File: src/rtl/uart_parity_engine_pkg.sv
// Shared definitions for the UART parity engine: parity mode and TX state encodings,
// plus the helpers that clamp the data length and turn an XOR fold into a parity bit.
package uart_pkg;

  typedef enum logic [1:0] {
    PAR_EVEN  = 2'b00,
    PAR_ODD   = 2'b01,
    PAR_MARK  = 2'b10,
    PAR_SPACE = 2'b11
  } par_mode_t;

  typedef enum logic [1:0] {
    TX_IDLE  = 2'd0,
    TX_SHIFT = 2'd1,
    TX_DONE  = 2'd2
  } tx_state_t;

  // A zero or oversized length means "use the full word".
  function automatic int len_eff(input int data_len, input int max_width);
    if (data_len == 0 || data_len > max_width) begin
      return max_width;
    end
    return data_len;
  endfunction

  function automatic logic expected_par(input logic acc, input par_mode_t mode);
    case (mode)
      PAR_EVEN:  return acc;
      PAR_ODD:   return ~acc;
      PAR_MARK:  return 1'b1;
      PAR_SPACE: return 1'b0;
      default:   return acc;
    endcase
  endfunction

endpackage

File: src/rtl/uart_parity_engine_par_accum.sv
// Serial XOR accumulator with a saturating bit counter, shared by the TX and RX paths.
// A clear and a valid bit in the same cycle load that bit as the first one of a new run.
module par_accum
  import uart_pkg::*;
#(
  parameter int MAX_WIDTH = 8,
  localparam int LEN_W = $clog2(MAX_WIDTH + 1)
) (
  input  logic             CLK,
  input  logic             RST,
  input  logic             clr,
  input  logic             s_bit,
  input  logic             vld,
  output logic             acc,
  output logic [LEN_W-1:0] cnt
);

  always_ff @(posedge CLK) begin
    if (RST) begin
      acc <= 1'b0;
      cnt <= '0;
    end else if (clr) begin
      acc <= vld & s_bit;
      cnt <= vld ? LEN_W'(1) : '0;
    end else if (vld) begin
      acc <= acc ^ s_bit;
      if (cnt != LEN_W'(MAX_WIDTH)) begin
        cnt <= cnt + LEN_W'(1);
      end
    end
  end

endmodule

File: src/rtl/uart_parity_engine.sv
// UART parity generator/checker: TX folds a captured word bit-serially into a registered
// parity bit; RX folds deserialized bits and checks the received parity bit and frame length.
module uart_parity_engine
  import uart_pkg::*;
#(
  parameter int MAX_WIDTH = 8,
  localparam int LEN_W = $clog2(MAX_WIDTH + 1)
) (
  input  logic                 CLK,
  input  logic                 RST,
  input  logic                 PAR_EN,
  input  logic [1:0]           PAR_MODE,
  input  logic [LEN_W-1:0]     DATA_LEN,
  input  logic [MAX_WIDTH-1:0] P_Data,
  input  logic                 Data_Valid,
  input  logic                 Busy,
  output logic                 par_bit,
  output logic                 par_valid,
  input  logic                 S_Start,
  input  logic                 S_Bit,
  input  logic                 S_Bit_Valid,
  input  logic                 Par_Chk_En,
  output logic                 par_err,
  output logic                 par_err_vld
);

  tx_state_t            tx_state;
  tx_state_t            tx_next;
  logic [LEN_W-1:0]     len_live;
  logic [MAX_WIDTH-1:0] len_mask;
  logic [MAX_WIDTH-1:0] data_q;
  par_mode_t            mode_q;
  logic [LEN_W-1:0]     len_q;
  logic                 capture;
  logic                 tx_shift_vld;
  logic                 tx_load_par;
  logic                 tx_data_bit;
  logic                 tx_acc;
  logic [LEN_W-1:0]     tx_cnt;
  logic                 rx_chk;
  logic                 rx_clr;
  logic                 rx_vld;
  logic                 rx_acc;
  logic [LEN_W-1:0]     rx_cnt;

  assign len_live = LEN_W'(len_eff(int'(DATA_LEN), MAX_WIDTH));

  always_comb begin
    len_mask = '0;
    for (int i = 0; i < MAX_WIDTH; i++) begin
      len_mask[i] = (i < int'(len_live));
    end
  end

  // A new word is only taken when the FSM is not busy folding the previous one.
  assign capture     = Data_Valid & ~Busy & PAR_EN & (tx_state != TX_SHIFT);
  assign tx_data_bit = |(data_q & (MAX_WIDTH'(1) << tx_cnt));

  always_ff @(posedge CLK) begin
    if (RST) begin
      tx_state <= TX_IDLE;
    end else begin
      tx_state <= tx_next;
    end
  end

  always_comb begin
    tx_next = tx_state;
    case (tx_state)
      TX_IDLE, TX_DONE: begin
        if (capture) begin
          tx_next = TX_SHIFT;
        end
      end
      TX_SHIFT: begin
        if (tx_cnt == len_q - LEN_W'(1)) begin
          tx_next = TX_DONE;
        end
      end
      default: tx_next = TX_IDLE;
    endcase
  end

  always_comb begin
    tx_shift_vld = 1'b0;
    tx_load_par  = 1'b0;
    case (tx_state)
      TX_SHIFT: tx_shift_vld = 1'b1;
      TX_DONE:  tx_load_par  = ~capture;
      default: begin
      end
    endcase
  end

  always_ff @(posedge CLK) begin
    if (RST) begin
      data_q <= '0;
      mode_q <= PAR_EVEN;
      len_q  <= '0;
    end else if (capture) begin
      data_q <= P_Data & len_mask;
      mode_q <= par_mode_t'(PAR_MODE);
      len_q  <= len_live;
    end
  end

  // Reloading every DONE cycle is harmless: the accumulator is frozen outside SHIFT.
  always_ff @(posedge CLK) begin
    if (RST) begin
      par_bit   <= 1'b0;
      par_valid <= 1'b0;
    end else if (capture) begin
      par_valid <= 1'b0;
    end else if (tx_load_par) begin
      par_bit   <= expected_par(tx_acc, mode_q);
      par_valid <= 1'b1;
    end
  end

  par_accum #(.MAX_WIDTH(MAX_WIDTH)) u_tx_accum (
    .CLK   (CLK),
    .RST   (RST),
    .clr   (capture),
    .s_bit (tx_data_bit),
    .vld   (tx_shift_vld),
    .acc   (tx_acc),
    .cnt   (tx_cnt)
  );

  // A frame start outranks a parity check arriving in the same cycle.
  assign rx_chk = S_Bit_Valid & Par_Chk_En & PAR_EN & ~S_Start;
  assign rx_clr = S_Start | rx_chk;
  assign rx_vld = S_Bit_Valid & ~Par_Chk_En;

  par_accum #(.MAX_WIDTH(MAX_WIDTH)) u_rx_accum (
    .CLK   (CLK),
    .RST   (RST),
    .clr   (rx_clr),
    .s_bit (S_Bit),
    .vld   (rx_vld),
    .acc   (rx_acc),
    .cnt   (rx_cnt)
  );

  always_ff @(posedge CLK) begin
    if (RST) begin
      par_err     <= 1'b0;
      par_err_vld <= 1'b0;
    end else begin
      par_err_vld <= rx_chk;
      if (S_Start) begin
        par_err <= 1'b0;
      end else if (rx_chk) begin
        par_err <= (S_Bit != expected_par(rx_acc, par_mode_t'(PAR_MODE))) |
                   (rx_cnt != len_live);
      end
    end
  end

endmodule

File: config.mk
export PLATFORM = sky130hd
export DESIGN_NAME = uart_parity_engine
export DESIGN_NICKNAME = d
export VERILOG_FILES = /design/src/rtl/uart_parity_engine_pkg.sv /design/src/rtl/uart_parity_engine_par_accum.sv /design/src/rtl/uart_parity_engine.sv
export SDC_FILE = /design/constraint.sdc
export NUM_CORES = 1
export LEC_CHECK = 0
export ABC_AREA = 1
export BUFFER_PORTS_ARGS = -buffer_cell sky130_fd_sc_hd__buf_2
export CAP_MARGIN = 10
export CORE_MARGIN = 2
export CORE_UTILIZATION = 50
export CTS_CLUSTER_DIAMETER = 50
export DETAILED_ROUTE_END_ITERATION = 12
export GPL_ROUTABILITY_DRIVEN = 0
export MAX_ROUTING_LAYER = met4
export PLACE_DENSITY_LB_ADDON = 0.3
export SKIP_CTS_REPAIR_TIMING = 1
export SYNTH_ARGS = -nofsm -noshare
export SYNTH_HDL_FRONTEND = slang
export SYNTH_HIERARCHICAL = 1
export SYNTH_SLANG_ARGS = --single-unit
export TNS_END_PERCENT = 10
File: constraint.sdc
create_clock -name CLK -period 2.2 [get_ports CLK]
set_input_delay 0.55 -clock CLK [delete_from_list [all_inputs] [get_ports CLK]]
set_output_delay 0.55 -clock CLK [all_outputs]
set_load 0.01 [all_outputs]
==> results.toml <==
[outcome]
outcome = "complete, no violations"

[sta]
relSlewSlack_pct = 64.5
final_max_slew_viol_count = 0
fin_crit_ns = 1.53
tns_ns = 0
worst_slack_ns = 0.672
rsz0062_at_grt = "false"
fmax_mhz = 655
fin_skew_ns = 0.00480
post-route-period-util_pct = 69.4
hold_viol_final = 0
tightest_slew_ns = 0.531
setup_viol_count_final = 0

[yosys]
synth_flop_cell = "dfxtp_1"
yosys_warnings = 6
synth_commonest_cells = "51 x nand2_1, 34 x inv_1, 30 x dfxtp_1"
synth_most_common_cell = "nand2_1"
synthesis.instances = 243
synth_edf_count = 0
yosys.cell_types.count = 34
synthesis.nets = 271
async_flop_share_pct = 0
synthDominantCellAreaShare_pct = 34.4
yosysTopAreaCell = "dfxtp_1"
synth_seq_cells = 30
synth_seq_area_share_pct = 34.4
synth_area_per_cell_sq_um = 7.19
synth.area.top_cells = "dfxtp_1 34%, nand2_1 11%, inv_1 7.3%"
netlist_area_sq_um = 1750

[floorplanning]
die_area_sq_um = 3980
rows = 21
core-area_sq_um = 3340
die_x_um = 63.1
pin_count = 27
die_h_um = 63.1
initial_core_util_pct = 52.3

[clock_tree]
h-tree-depth = 2
cts_made_buffers = 5
clk_pin_slew_ns = 0.08
cts_buffer_depth = 2
cts_tree = "done"
cts-root-buf = "clkbuf_4"
clk_latency_ns = 0.32
numClockSinks = 30

[critical_path]
reg2reg_depth = 8
crit_chain = "nand2_1 -> o21ai_0 -> nor2_1 -> o21ai_0 -> nand2_1 -> nor2_1 -> nand4_1 -> nor3b_1"
crit_type = "reg -> reg"
crit_buf_inv = 0
startpoint_type = "flop"
worstPathMaxFanout = 13
path_depth = 8
max_stage_delay_ns = 0.56
worstSetupEndpoint = "u_tx_accum/acc"
cp.required_ns = 2.40
critPathTopFamily = "simple AND/OR/NAND/NOR gates"
cp_slowest_cell = "dfxtp_1"
endpoint_kind = "flop"
r2r_slack_ns = 0.67
critPathLaunch = "u_tx_accum/cnt[1]"
timing.rr.start = "u_tx_accum/cnt[1]"
crit-reg2reg-capture = "u_tx_accum/acc"
cp_data_arrival_time_ns = 1.73

[grt]
grt_pass1_vias = 1404
gr-total-overflow = 0
antenna_found_initial = 0
grt_max_degree = 14
grt_pass1_wl_mm = 5.78
grt_use_total_pct = 19.0

[layout]
final_cell_count_no_fill = 317
n_antenna_cell = 0
design_area_sq_um = 1940
area_delta_synth_final_pct = 11.3
finalNetCount = 300
drive_gt1_share_pct = 22.1

[route]
ant_nets = 0
drt_iter0_drc = 65
routed_wirelength_mm = 3.27
drt-vias-per-instance = 4.89
drt-pass1-iter-count = 4
wire_per_inst_um = 10.3
num_vias = 1551
drc_errors = 0

[placement]
place_area_sq_um = 1890
detailedPlace.worstSlack_ns = 0.616
hpwl_mm = 2.60
io_buffers = 26
dp_cells = 311

[power_and_ir_drop]
power.density_nw_per_um2 = 534
p_leak_nw = 0.833
max-vdd-ir-drop_mv = 0.461
total_power_mw = 1.04

[job]
cap_violations = 0

[min_path]
min_from = "S_Start"
holdCritPathClass = "in -> reg"
worst reg2reg max path, cell delays in order, from the launching register on:
cell,delay (ns)
dfxtp_1,0.56
nand2_1,0.09
o21ai_0,0.08
nor2_1,0.05
o21ai_0,0.16
nand2_1,0.06
nor2_1,0.15
nand4_1,0.11
nor3b_1,0.15
power by group:
group	internal, mW	total [mW]	switching, mW
Sequential	0.556	0.570	0.0134
Clock	0.144	0.312	0.168
Combinational	0.0617	0.156	0.0939
placed cells by master (no fill, tap or decap), types with 2 or more instances in the layout:
| cell type | n |
|---|---|
| nand4_1 | 7 |
| nand2_1 | 51 |
| nand2_2 | 2 |
| a22oi_1 | 2 |
| a21oi_2 | 2 |
| buf_2 | 26 |
| nor2_2 | 3 |
| o21ai_1 | 2 |
| o22ai_2 | 2 |
| xnor2_1 | 4 |
| o21ai_0 | 11 |
| o21ai_2 | 4 |
| dfxtp_1 | 30 |
| nor2_1 | 17 |
| nor3b_1 | 2 |
| xor2_1 | 5 |
| ha_1 | 5 |
| nand3_2 | 4 |
| inv_2 | 8 |
| o22ai_1 | 3 |
| a21oi_1 | 11 |
| clkbuf_4 | 5 |
| nand3_1 | 20 |
| inv_1 | 34 |
how the worst min path moves through the flow:
stage	end	slack [ns]	cells after the start
2_1_floorplan	mode_q[1]	0.42	2
3_3_place_gp	par_bit	0.43	2
3_5_place_dp	par_bit	0.43	2
4_1_cts	par_err_vld	0.40	2
5_1_grt	par_err_vld	0.40	2
6_report	par_err_vld	0.42	2
per-stage QoR:
stage / utilization, % / hold slack [ns]
floorplan: - / 0.420
global placement: 56.7 / 0.432
detailed placement: 56.7 / 0.432
CTS: 58.3 / 0.401
global route: 58.3 / 0.404
finish: 58.3 / 0.424
layer usage:
| layer | track usage (%) | vias to the layer above | wire (um) |
|---|---|---|---|
| met5 | - | - | 0 |
| met4 | 5.83 | 0 | 30 |
| met3 | 5.89 | 3 | 90 |
| met2 | 33.2 | 15 | 1630 |
| met1 | 20.6 | 693 | 1520 |
| li1 | - | 840 | - |
final cells by class:
cell class / count / area [sq um]
repair buffers: 26 / 130
fillers: 333 / 1390
multi-input cells: 167 / 947
well taps: 46 / 57.6
inverters: 42 / 158
flip-flops and latches: 30 / 601
clock buffers: 6 / 51.3
state kept, by name, summed over array words and instances, names as in the netlist:
register and count:
data_q 8, len_q 4, u_rx_accum/cnt 4, u_tx_accum/cnt 4, mode_q 2, tx_state 2, par_bit 1, par_err 1
par_err_vld 1, par_valid 1, u_rx_accum/acc 1, u_tx_accum/acc 1
logic make-up (layout without fill, tap and decap cells):
group           after synthesis  count (layout)  synth area share, %
fa+ha+maj                     5               5                 3.58
buf+inv                      46              74                 11.4
flops                        30              30                 34.4
simple gates                112             112                 31.2
xor+xnor                      9               9                 4.51
compound gates               41              41                 15.0
Power figures use the tool's default switching activity.
